[src/rtl/rx_funcmod.sv]
// UART 8N1 receive function module: on iCall, hunts for a start bit, samples
// eight data bits LSB-first at bit centres, checks the stop bit and reports done/error.
module rx_funcmod #(
    parameter int BPS_DIV = 434
) (
    input  logic       CLOCK,
    input  logic       RESET,
    input  logic       RXD,
    input  logic       iCall,
    output logic       oDone,
    output logic       oErr,
    output logic [7:0] oData
);

    localparam int CW = $clog2(BPS_DIV);
    localparam logic [CW-1:0] CNT_MAX   = CW'(BPS_DIV - 1);
    localparam logic [CW-1:0] SAMPLE_PT = CW'(BPS_DIV / 2);

    typedef enum logic [2:0] {
        S_IDLE,
        S_HUNT,
        S_START,
        S_DATA,
        S_STOP,
        S_DONE,
        S_WAITHI
    } state_t;

    state_t          state_q;
    logic            rxd_s1_q;
    logic            rxd_s2_q;
    logic            rxd_prev_q;
    logic [CW-1:0]   cnt_q;
    logic [CW-1:0]   cnt_d;
    logic [2:0]      bit_idx_q;
    logic [7:0]      shift_q;
    logic [7:0]      data_q;
    logic            done_q;
    logic            err_q;
    logic            fall;
    logic            sample;
    logic            counting;

    assign fall     = rxd_prev_q & ~rxd_s2_q;
    assign sample   = (cnt_q == SAMPLE_PT);
    assign counting = (state_q == S_START) || (state_q == S_DATA) || (state_q == S_STOP);

    // Bit-period counter runs only while framing; it sits at zero in HUNT so
    // the cycle after the detected edge starts the start-bit slot at count 0.
    always_comb begin
        cnt_d = '0;
        if (counting) begin
            cnt_d = (cnt_q == CNT_MAX) ? '0 : cnt_q + CW'(1);
        end
    end

    always_ff @(posedge CLOCK or negedge RESET) begin
        if (!RESET) begin
            state_q    <= S_IDLE;
            rxd_s1_q   <= 1'b1;
            rxd_s2_q   <= 1'b1;
            rxd_prev_q <= 1'b1;
            cnt_q      <= '0;
            bit_idx_q  <= '0;
            shift_q    <= '0;
            data_q     <= '0;
            done_q     <= 1'b0;
            err_q      <= 1'b0;
        end else begin
            rxd_s1_q   <= RXD;
            rxd_s2_q   <= rxd_s1_q;
            rxd_prev_q <= rxd_s2_q;
            cnt_q      <= cnt_d;
            done_q     <= 1'b0;
            err_q      <= 1'b0;
            case (state_q)
                S_IDLE: begin
                    if (iCall) state_q <= S_HUNT;
                end
                S_HUNT: begin
                    if (!iCall)    state_q <= S_IDLE;
                    else if (fall) state_q <= S_START;
                end
                S_START: begin
                    if (!iCall) begin
                        state_q <= S_IDLE;
                    end else if (sample) begin
                        // A line already back high at mid start bit was a glitch.
                        state_q   <= rxd_s2_q ? S_HUNT : S_DATA;
                        bit_idx_q <= '0;
                    end
                end
                S_DATA: begin
                    if (!iCall) begin
                        state_q <= S_IDLE;
                    end else if (sample) begin
                        shift_q[bit_idx_q] <= rxd_s2_q;
                        if (bit_idx_q == 3'd7) state_q <= S_STOP;
                        else                   bit_idx_q <= bit_idx_q + 3'd1;
                    end
                end
                S_STOP: begin
                    if (!iCall) begin
                        state_q <= S_IDLE;
                    end else if (sample) begin
                        if (rxd_s2_q) begin
                            data_q  <= shift_q;
                            done_q  <= 1'b1;
                            state_q <= S_DONE;
                        end else begin
                            err_q   <= 1'b1;
                            state_q <= S_WAITHI;
                        end
                    end
                end
                S_DONE: begin
                    state_q <= S_IDLE;
                end
                S_WAITHI: begin
                    if (rxd_s2_q) state_q <= S_IDLE;
                end
                default: state_q <= S_IDLE;
            endcase
        end
    end

    assign oDone = done_q;
    assign oErr  = err_q;
    assign oData = data_q;

endmodule
[config.mk]
export PLATFORM = sky130hd
export DESIGN_NAME = rx_funcmod
export DESIGN_NICKNAME = d
export VERILOG_FILES = /design/src/rtl/rx_funcmod.sv
export SDC_FILE = /design/constraint.sdc
export NUM_CORES = 1
export LEC_CHECK = 0
export BUFFER_PORTS_ARGS = -buffer_cell sky130_fd_sc_hd__buf_2
export CORE_MARGIN = 2
export CORE_UTILIZATION = 26
export CTS_CLUSTER_DIAMETER = 40
export CTS_CLUSTER_SIZE = 40
export DETAILED_ROUTE_END_ITERATION = 10
export GPL_TIMING_DRIVEN = 0
export PLACE_DENSITY = 0.46
export SETUP_SLACK_MARGIN = 0.05
export SLEW_MARGIN = 20
export SYNTH_ARGS = -nofsm -noshare
export SYNTH_HDL_FRONTEND = slang
export SYNTH_SLANG_ARGS = --single-unit
[constraint.sdc]
create_clock -name CLOCK -period 2.9 [get_ports CLOCK]
set_input_delay 0.145 -clock CLOCK [delete_from_list [all_inputs] [get_ports CLOCK]]
set_output_delay 0.145 -clock CLOCK [all_outputs]
set_load 0.01 [all_outputs]
==> results of run 1 <==
==> logic make-up (layout without fill, tap and decap cells) <==
logic type	count (synthesis)	in the layout	synth area share, %
xor+xnor	7	7	3.498
mux	18	18	11.56
buf+inv	11	34	2.926
compound gates	17	17	6.496
simple gates	62	62	21.06
flops	36	36	51.61
fa+ha+maj	4	4	2.855
==> synthesized netlist by cell type <==
master    instances  area (um^2)
ha_1              4        50.05
a211o_1           1        8.760
nor2_1           19        71.32
nand2_1           7        26.28
a21oi_1           2        10.01
nand3_1           5        25.02
clkbuf_1          4        15.01
nor4b_1           1        8.760
o21a_1            1        7.510
and3b_1           1        8.760
buf_6             1        11.26
nand4_1           2        12.51
nor3_1            2        10.01
nor3b_1           3        22.52
buf_2             2        10.01
nand2b_1          4        25.02
and2_1            2        12.51
and4_1            1        8.760
o221ai_1          1        8.760
or3_1             1        6.260
o21ai_0           5        25.02
nor4bb_1          1        10.01
inv_1             4        15.01
nand3_4           1        17.52
and4bb_2          2        25.02
and3_1            1        6.260
dfstp_2           3        78.83
o21ai_1           1        5.000
and4b_1           3        30.03
o31ai_1           1        7.510
nor2b_1           1        6.260
xnor2_1           5        43.79
xor2_1            2        17.52
nand3b_1          2        15.01
dfrtp_1          33        825.8
a22o_1            3        26.28
or2_2             2        12.51
a31oi_1           1        6.260
a221oi_1          1        8.760
mux2_2           18        202.7
nand4b_1          1        8.760
==> sequential cells by signal, summed over array words and instances (netlist names) <==
signal      count
rxd_prev_q      1
cnt_q           9
oErr            1
shift_q         8
oData           8
oDone           1
rxd_s2_q        1
rxd_s1_q        1
state_q         3
bit_idx_q       3
==> cell type report <==
class / instances / area (um^2)
Clock inverter: 2 / 35.03
Inverter: 4 / 15.01
Clock buffer: 6 / 72.57
Tap cell: 77 / 96.34
Timing Repair Buffer: 15 / 85.08
Buffer: 7 / 36.28
Multi-Input combinational cell: 108 / 802.0
Fill cell: 634 / 4375
Sequential cell: 36 / 904.6
==> metrics by stage <==
stage               cells  hold WS, ns  power [mW]  setup slack [ns]  util [%]
global placement      245       0.2504      0.7611            0.9938     29.81
global route          255       0.3512       1.267            0.8169     31.87
CTS                   255       0.2976       1.207            0.9360     31.79
detailed placement    245       0.2518      0.7679            0.9457     29.81
floorplan             155      -0.1506      0.7091             1.131         -
finish                255       0.3106       1.184            0.8969     31.87
==> worst max-delay path, cell delays in order (launching register included) <==
cell and delay [ns]:
dfrtp_1 0.45, ha_1 0.23, ha_1 0.26, nor4bb_1 0.31
o21ai_1 0.16, and4_1 0.23, a211o_1 0.26
==> how the worst max path moves through the flow <==
stage | slack [ns] | cells past startpoint | to | from
after floorplan | 1.13 | 6 | state_q[2]$_DFFE_PN0P_ | bit_idx_q[0]$_DFFE_PN0P_
after global placement | 0.99 | 6 | state_q[2]$_DFFE_PN0P_ | bit_idx_q[0]$_DFFE_PN0P_
after detailed placement | 0.95 | 6 | state_q[2]$_DFFE_PN0P_ | bit_idx_q[0]$_DFFE_PN0P_
after CTS | 0.94 | 6 | state_q[2]$_DFFE_PN0P_ | bit_idx_q[0]$_DFFE_PN0P_
after global routing | 0.82 | 6 | state_q[2]$_DFFE_PN0P_ | bit_idx_q[0]$_DFFE_PN0P_
final | 0.90 | 6 | state_q[2]$_DFFE_PN0P_ | bit_idx_q[0]$_DFFE_PN0P_
==> metal layers <==
| layer | global-route usage [%] | part of all wire, % | vias to the layer above |
|---|---|---|---|
| met2 | 16.07 | 47 | 14 |
| li1 | - | - | 598 |
| met3 | 2.887 | 3.1 | 2 |
| met5 | 0 | 0 | - |
| met1 | 11.80 | 49 | 588 |
| met4 | 2.597 | 0.41 | 0 |
==> where the power goes <==
part	leakage (nW)	switching [mW]	internal, mW
combinational	0.407	0.115	0.0855
sequential	0.489	0.0260	0.530
clock	0.0552	0.172	0.255
==> repair_timing <==
item                                   CTS  global route
endpoints found under the hold margin   34             0
hold buffers                             2             0
resized for setup                        0             0
==> flow_metrics.py, run 1 <==
metrics = {
    "detailed_routing": {
        "wl_um": 3173,
        "drt-pass1-iter-count": 4,
        "wl_per_cell_um": 12.44,
        "via_per_inst": 4.714,
        "ant_nets": 0,
        "drtIter0Drc": 57,
        "drc": 0,
        "vias": 1202,
    },
    "clock_network": {
        "cts_tree": "done",
        "cts_max_level": 2,
        "cts.clk_slew.worst_paths_ns": 0.07,
        "cts_buffers": 5,
        "cts_sinks": 36,
        "clock_path_buffers": 2,
        "cts.root.buffer_cell": "clkbuf_8",
        "clock_latency_ns": 0.28,
        "cts_setup_buffers": 0,
    },
    "setup_path": {
        "r2r_setup_slack_ns": 0.90,
        "reg2reg_to": "state_q[2]$_DFFE_PN0P_",
        "cp_max_fo": 7,
        "critPathCaptureType": "register",
        "start_kind": "register",
        "rr_worst_depth": 6,
        "cp.arrival_ns": 2.18,
        "path_class": "register to register",
        "crit_required_ns": 3.07,
        "worstReg2RegStart": "bit_idx_q[0]$_DFFE_PN0P_",
    },
    "die": {
        "core_area_um2": 6422,
        "die_y_um": 86.11,
        "rows": 29,
        "die_area_um2": 7415,
        "ioPinCount": 14,
        "initial_core_util_pct": 27.29,
        "die_w_um": 86.11,
    },
    "grt": {
        "grt_pass1_wl_um": 5589,
        "grt_overflow_total": 0,
        "first_global_vias": 1215,
        "grt_start_max_net_pins": 37,
        "antenna_found_initial": 0,
        "grtUsageTotal_pct": 9.531,
    },
    "yosys": {
        "ys_warn_count": 0,
        "synth.distinct_cells": 41,
        "synth_nets": 163,
        "synth-seq-cells": 36,
        "syn_area_per_cell_um2": 11.31,
        "synth.yosys.seq_area_share_pct": 51.61,
        "syn_area_um2": 1753,
        "netlist_instances": 155,
    },
    "power_and_ir_drop": {
        "leakage_nw": 0.9508,
        "p_per_area_nw_per_um2": 578.6,
        "irDropWorstVdd_mv": 0.1900,
    },
    "sta": {
        "final_hold_viol_count": 0,
        "tightest_slew_ns": 0.7926,
        "setup_violations": 0,
        "rsz0062_at_grt": "false",
        "slew_violations": 0,
        "skew_ns": 0.006543,
        "post-route-min-period_ns": 2.003,
        "max_slew_margin_pct": 47.16,
        "max_freq_ghz": 0.4992,
        "finalCritPeriodShare_pct": 69.07,
        "setup_tns_ns": 0,
    },
    "cells_and_area": {
        "drive_gt1_share_pct": 28.09,
        "num_antenna_cells": 0,
        "num-nets-final": 185,
        "stdcell_area_um2": 2047,
        "final_common_cell": "dfrtp_1",
        "layout_common_cells": "33 x dfrtp_1, 19 x nor2_1, 18 x mux2_2",
        "area_delta_synth_final_pct": 16.77,
    },
    "run_status": {
        "outcome": "finished clean",
    },
    "min_path": {
        "hold_path_depth": 4,
        "holdPathEnd": "state_q[1]$_DFFE_PN0P_",
        "min_path_type": "input pin to register",
        "holdCritStartpoint": "iCall",
    },
    "placed_design": {
        "place.port_buffers": 13,
        "place.gp.congestion": 0.7602,
        "hpwl_um": 2159,
        "post_dp_cell_area_um2": 1914,
    },
    "run": {
        "max_cap_violations": 0,
    },
}
(Power assumes the default switching activity.)
==> run 2: changes to the inputs <==
--- a/config.mk
+++ b/config.mk
@@ -12,7 +12,7 @@
 export CTS_CLUSTER_SIZE = 40
 export DETAILED_ROUTE_END_ITERATION = 10
 export GPL_TIMING_DRIVEN = 0
-export PLACE_DENSITY = 0.46
+export PLACE_DENSITY = 0.47
 export SETUP_SLACK_MARGIN = 0.05
 export SLEW_MARGIN = 20
 export SYNTH_ARGS = -nofsm -noshare
==> constraint.sdc (replaced) <==
create_clock -name CLOCK -period 1.7 [get_ports CLOCK]
set_input_delay 0.085 -clock CLOCK [delete_from_list [all_inputs] [get_ports CLOCK]]
set_output_delay 0.085 -clock CLOCK [all_outputs]
set_load 0.01 [all_outputs]
==> run 2 against run 1 <==
The run now ends with negative setup slack left. Non-clock buffer count increased by 9. Routed wire length increased by 12%. Clock skew decreased by 0.0039 ns. Combinational power increased by 150%. Via count increased by 2.3%. Flip-flop and latch count unchanged. Count of clock-buffer cells in the layout increased by 2. First-iteration DRC count decreased by 1.8%. Hold slack got worse by 0.053 ns.
==> flow_metrics.py, run 2 (synthesized netlist as in run 1, its figures left out) <==
metrics = {
    "run_status": {
        "outcome": "finished, violations left",
        "violations": "negative setup slack",
    },
    "cells_and_area": {
        "seqCellArea_um2": 904.6,
        "num-nets-final": 195,
        "drive_gt1_share_pct": 40.96,
        "num_antenna_cells": 0,
        "area_delta_synth_final_pct": 28.55,
        "layout_common_cells": "33 x dfrtp_1, 19 x nor2_1, 15 x buf_2",
        "final_common_cell": "dfrtp_1",
        "final_util_pct": 35.09,
        "fillers": 647,
        "multi_input_area_um2": 953.4,
        "fin_cells": 265,
        "regMostFlops": "cnt_q",
        "largest_register_ffs": 9,
    },
    "die": {
        "rows": 29,
        "die_y_um": 86.11,
        "ioPinCount": 14,
        "die_w_um": 86.11,
        "core_area_um2": 6422,
        "initial_core_util_pct": 27.29,
        "die_area_um2": 7415,
    },
    "setup_path": {
        "crit_required_ns": 1.88,
        "crit_family": "simple AND/OR/NAND/NOR gates",
        "critPathCaptureType": "register",
        "cp_max_fo": 7,
        "rr_worst_depth": 8,
        "path_class": "register to register",
        "start_kind": "register",
        "slowest_stage": "dfrtp_1",
        "cp.arrival_ns": 2.01,
        "cp_num_cells": 8,
        "r2r_setup_slack_ns": -0.13,
        "reg2reg_to": "state_q[0]$_DFFE_PN0P_",
        "worst-path-buf-inv": 3,
        "slowest_delay_ns": 0.34,
        "cp_cell_sequence": "inv_1 -> ha_2 -> and4b_2 -> buf_4 -> and2_4 -> buf_8 -> o221ai_4 -> mux2_4",
        "worstReg2RegStart": "cnt_q[1]$_DFF_PN0_",
    },
    "detailed_routing": {
        "drc": 0,
        "drt-pass1-iter-count": 4,
        "via_per_inst": 4.642,
        "ant_nets": 0,
        "wl_um": 3548,
        "wl_per_cell_um": 13.39,
        "drtIter0Drc": 56,
        "vias": 1230,
    },
    "power_and_ir_drop": {
        "power_mw": 2.075,
        "irDropWorstVdd_mv": 0.4137,
        "leakage_nw": 1.013,
        "p_per_area_nw_per_um2": 920.8,
    },
    "grt": {
        "grt_overflow_total": 0,
        "grtUsageTotal_pct": 10.22,
        "first_global_vias": 1195,
        "grt_start_max_net_pins": 37,
        "antenna_found_initial": 0,
        "grt_pass1_wl_um": 5858,
    },
    "clock_network": {
        "cts_tree": "done",
        "clock_path_buffers": 2,
        "cts_sinks": 36,
        "cts_max_level": 2,
        "clock_latency_ns": 0.29,
        "cts.clk_slew.worst_paths_ns": 0.07,
        "cts.root.buffer_cell": "clkbuf_8",
        "cts_buffers": 5,
    },
    "sta": {
        "layout_setup_ws_ns": -0.1294,
        "slew_violations": 0,
        "max_freq_ghz": 0.5466,
        "tightest_slew_ns": 0.8063,
        "max_slew_margin_pct": 46.25,
        "setup_violations": 15,
        "final_hold_viol_count": 0,
        "post-route-min-period_ns": 1.829,
        "skew_ns": 0.002684,
        "finalCritPeriodShare_pct": 107.6,
        "rsz0062_at_grt": "true",
    },
    "min_path": {
        "hold_path_depth": 4,
        "holdCritStartpoint": "iCall",
        "holdPathEnd": "state_q[1]$_DFFE_PN0P_",
        "min_path_type": "input pin to register",
    },
    "placed_design": {
        "hpwl_um": 2146,
        "place.gp.congestion": 0.7636,
        "place_inst": 245,
        "place.port_buffers": 13,
    },
    "run": {
        "max_cap_violations": 0,
    },
}
run 2: metrics by stage:
stage	TNS (ns)	area [um^2]	hold WS, ns	setup WS (ns)
2_1_floorplan	0	1794	-0.2106	0.02900
3_3_place_gp	-3.266	1956	0.1905	-0.2281
3_5_place_dp	-3.397	1956	0.1912	-0.2299
4_1_cts	-0.6721	2167	0.2431	-0.1247
5_1_grt	-2.580	2253	0.2800	-0.2011
6_report	-1.301	2253	0.2572	-0.1294
run 2: metal layers:
metal / vias up / track usage, % / wire, um
met5: - / 0 / 0
met4: 0 / 3.896 / 57
met3: 7 / 2.887 / 104
met2: 15 / 16.00 / 1666
met1: 594 / 13.36 / 1719
li1: 614 / - / -
run 2: power breakdown:
group | switching (mW) | internal [mW]
logic | 0.262 | 0.240
clock network | 0.298 | 0.331
registers | 0.0393 | 0.905
total | 0.600 | 1.48
run 2: area by class of cell:
class / instances / share of cell area (%)
buffer: 7 / 1.832
clock buffer: 8 / 3.998
inverter: 4 / 0.6663
multi-input combinational: 109 / 42.31
sequential: 36 / 40.14
tap: 77 / 4.275
timing repair buffer: 24 / 6.774
run 2: worst register-to-register path, stage by stage (launching register included):
cell and delay (ns):
dfrtp_1 0.34, inv_1 0.05, ha_2 0.18, and4b_2 0.26
buf_4 0.14, and2_4 0.13, buf_8 0.13, o221ai_4 0.17
mux2_4 0.31
run 2: worst max-delay path by stage:
stage                              from                     end  slack (ns)
3_3_place_gp         cnt_q[1]$_DFF_PN0_      cnt_q[4]$_DFF_PN0_       -0.23
3_5_place_dp         cnt_q[1]$_DFF_PN0_      cnt_q[2]$_DFF_PN0_       -0.23
5_1_grt              cnt_q[1]$_DFF_PN0_  shift_q[5]$_DFFE_PN0P_       -0.20
2_1_floorplan  bit_idx_q[0]$_DFFE_PN0P_  state_q[2]$_DFFE_PN0P_        0.03
6_report             cnt_q[1]$_DFF_PN0_  state_q[0]$_DFFE_PN0P_       -0.13
4_1_cts              cnt_q[1]$_DFF_PN0_  shift_q[5]$_DFFE_PN0P_       -0.12
run 2: timing repair:
action | 4_1_cts | 5_1_grt
gates resized for setup | 11 | 16
cloned | 1 | 0
hold buffers | 2 | 0
endpoints found under the setup margin | 28 | 23
endpoints found under the hold margin | 34 | 0
pin swaps | 9 | 13
buffers inserted | 6 | 3
==> run 3: changes to the inputs <==
--- a/config.mk
+++ b/config.mk
@@ -6,13 +6,15 @@
 export NUM_CORES = 1
 export LEC_CHECK = 0
 export BUFFER_PORTS_ARGS = -buffer_cell sky130_fd_sc_hd__buf_2
+export CELL_PAD_IN_SITES_DETAIL_PLACEMENT = 0
+export CELL_PAD_IN_SITES_GLOBAL_PLACEMENT = 1
 export CORE_MARGIN = 2
 export CORE_UTILIZATION = 26
 export CTS_CLUSTER_DIAMETER = 40
 export CTS_CLUSTER_SIZE = 40
 export DETAILED_ROUTE_END_ITERATION = 10
 export GPL_TIMING_DRIVEN = 0
-export PLACE_DENSITY = 0.47
+export PLACE_DENSITY = 0.55
 export SETUP_SLACK_MARGIN = 0.05
 export SLEW_MARGIN = 20
 export SYNTH_ARGS = -nofsm -noshare
==> run 3 against run 2 <==
The flow still finishes with violations (negative setup slack). Worst setup slack improved by 0.052 ns. Die area unchanged. Clock skew increased by 0.0075 ns. Flip-flop and latch count unchanged. Via count increased by 2.4%. Count of clock-buffer cells in the layout decreased by 3. Largest cell class unchanged.
==> flow_metrics.py, run 3 (synthesized netlist as in run 1, its figures left out) <==
metrics = {
    "power_and_ir_drop": {
        "seqPwrFrac_pct": 43.5,
        "combPwrFrac_pct": 22.1,
        "p_per_area_nw_per_um2": 980.1,
        "p_sw_share_pct": 27.79,
        "irDropWorstVdd_mv": 0.3958,
        "p_sw_mw": 0.6021,
        "power_mw": 2.167,
        "clockPowerShare_pct": 34.4,
        "p_int_mw": 1.565,
        "leakage_nw": 1.002,
    },
    "die": {
        "die_w_um": 86.11,
        "core_area_um2": 6422,
        "die_y_um": 86.11,
        "ioPinCount": 14,
        "die_area_um2": 7415,
        "initial_core_util_pct": 27.29,
        "rows": 29,
    },
    "detailed_routing": {
        "ant_nets": 0,
        "drt-pass1-iter-count": 4,
        "wl_per_cell_um": 14.35,
        "vias": 1260,
        "via_per_inst": 4.809,
        "drtIter0Drc": 41,
        "wl_um": 3760,
        "drc": 0,
    },
    "clock_network": {
        "cts.clk_slew.worst_paths_ns": 0.08,
        "cts_tree": "done",
        "cts_buffers": 5,
        "clock_path_buffers": 2,
        "clock_latency_ns": 0.28,
        "cts_max_level": 2,
        "cts_sinks": 36,
        "cts.root.buffer_cell": "clkbuf_8",
    },
    "setup_path": {
        "startpoint": "cnt_q[1]$_DFF_PN0_",
        "crit_family": "simple AND/OR/NAND/NOR gates",
        "reg2reg_to": "shift_q[3]$_DFFE_PN0P_",
        "r2r_setup_slack_ns": -0.08,
        "worst-path-buf-inv": 1,
        "crit_required_ns": 1.88,
        "critPathCaptureType": "register",
        "rr_worst_depth": 6,
        "cp_max_fo": 4,
        "start_kind": "register",
        "path_class": "register to register",
        "slowest_delay_ns": 0.38,
        "cp_cell_sequence": "inv_1 -> ha_2 -> and4b_2 -> nand4_1 -> nor3b_2 -> mux2_4",
        "cp.arrival_ns": 1.95,
        "worstReg2RegStart": "cnt_q[1]$_DFF_PN0_",
        "slowest_stage": "dfrtp_1",
    },
    "run": {
        "max_cap_violations": 0,
    },
    "grt": {
        "grt_overflow_total": 0,
        "antenna_found_initial": 0,
        "grt_start_max_net_pins": 37,
        "first_global_vias": 1283,
        "grtUsageTotal_pct": 10.30,
        "grt_pass1_wl_um": 5968,
    },
    "sta": {
        "max_slew_margin_pct": 45.67,
        "rsz0062_at_grt": "true",
        "max_freq_ghz": 0.5627,
        "whs_ns": 0.2938,
        "final_hold_viol_count": 0,
        "layout_setup_ws_ns": -0.07710,
        "setup_violations": 10,
        "skew_ns": 0.01021,
        "post-route-min-period_ns": 1.777,
        "finalCritPeriodShare_pct": 104.5,
        "slew_violations": 0,
        "tightest_slew_ns": 0.8150,
    },
    "run_status": {
        "violations": "negative setup slack",
        "outcome": "finished, violations left",
    },
    "cells_and_area": {
        "num-nets-final": 192,
        "regMostFlops": "cnt_q",
        "multi_input_area_um2": 914.6,
        "seqCellArea_um2": 904.6,
        "layout_common_cells": "33 x dfrtp_1, 19 x nor2_1, 15 x buf_2",
        "area_delta_synth_final_pct": 26.12,
        "num_antenna_cells": 0,
        "final_common_cell": "dfrtp_1",
        "stdcell_area_um2": 2211,
        "drive_gt1_share_pct": 38.92,
        "fillers": 646,
        "largest_register_ffs": 9,
        "final_util_pct": 34.42,
    },
    "min_path": {
        "holdPathEnd": "state_q[1]$_DFFE_PN0P_",
        "hold_path_depth": 4,
        "min_path_type": "input pin to register",
        "holdCritStartpoint": "iCall",
    },
    "placed_design": {
        "hpwl_um": 2390,
        "place.port_buffers": 13,
        "post_dp_cell_area_um2": 1956,
        "place.gp.congestion": 0.7548,
    },
}
[run 3: area by class of cell]
class / count / area share [%]
Buffer: 7 / 1.754
Clock buffer: 5 / 3.113
Clock inverter: 3 / 1.924
Inverter: 4 / 0.6791
Multi-Input combinational cell: 109 / 41.37
Sequential cell: 36 / 40.92
Tap cell: 77 / 4.358
Timing Repair Buffer: 21 / 5.886
[run 3: per-stage QoR]
step           TNS, ns  cells  setup WS, ns
2_1_floorplan        0    155       0.02900
3_3_place_gp    -2.485    245       -0.1428
3_5_place_dp    -3.338    245       -0.2015
4_1_cts        -0.5493    260       -0.1071
5_1_grt         -1.188    262       -0.1182
6_report       -0.3119    262      -0.07710
[run 3: how the worst max path moves through the flow]
stage | depth (start not counted) | to
6_report | 6 | shift_q[3]$_DFFE_PN0P_
2_1_floorplan | 6 | state_q[2]$_DFFE_PN0P_
5_1_grt | 6 | shift_q[1]$_DFFE_PN0P_
3_3_place_gp | 5 | cnt_q[5]$_DFF_PN0_
3_5_place_dp | 5 | cnt_q[2]$_DFF_PN0_
4_1_cts | 6 | shift_q[3]$_DFFE_PN0P_
[run 3: worst register-to-register path, cell delays in order, from the launching register on]
cell	delay, ns
dfrtp_1	0.38
inv_1	0.06
ha_2	0.17
and4b_2	0.28
nand4_1	0.20
nor3b_2	0.27
mux2_4	0.32
[run 3: per-layer routing]
layer | GRT usage (%) | vias to the layer above | wire length [um] | share of wire (%)
li1 | - | 610 | - | -
met1 | 11.94 | 634 | 1607 | 43
met2 | 18.60 | 14 | 2029 | 54
met3 | 2.599 | 2 | 107 | 2.8
met4 | 3.030 | 0 | 15 | 0.40
met5 | 0 | - | 0 | 0
[run 3: repair_timing]
| action | 4_1_cts | 5_1_grt |
|---|---|---|
| setup buffers | 4 | 2 |
| endpoints found under the hold margin | 34 | 0 |
| hold buffers | 2 | 0 |
| gates resized for setup | 8 | 8 |
| pin swaps | 7 | 5 |
| cloned | 1 | 0 |
| setup endpoints to repair | 28 | 25 |
[run 3: power by group through the flow]
stage	registers, mW	logic [mW]	clock network, mW
4_1_cts	0.940	0.433	0.786
3_5_place_dp	0.967	0.386	0
6_report	0.942	0.479	0.746
2_1_floorplan	0.953	0.289	0
3_3_place_gp	0.966	0.370	0
5_1_grt	0.951	0.533	0.811
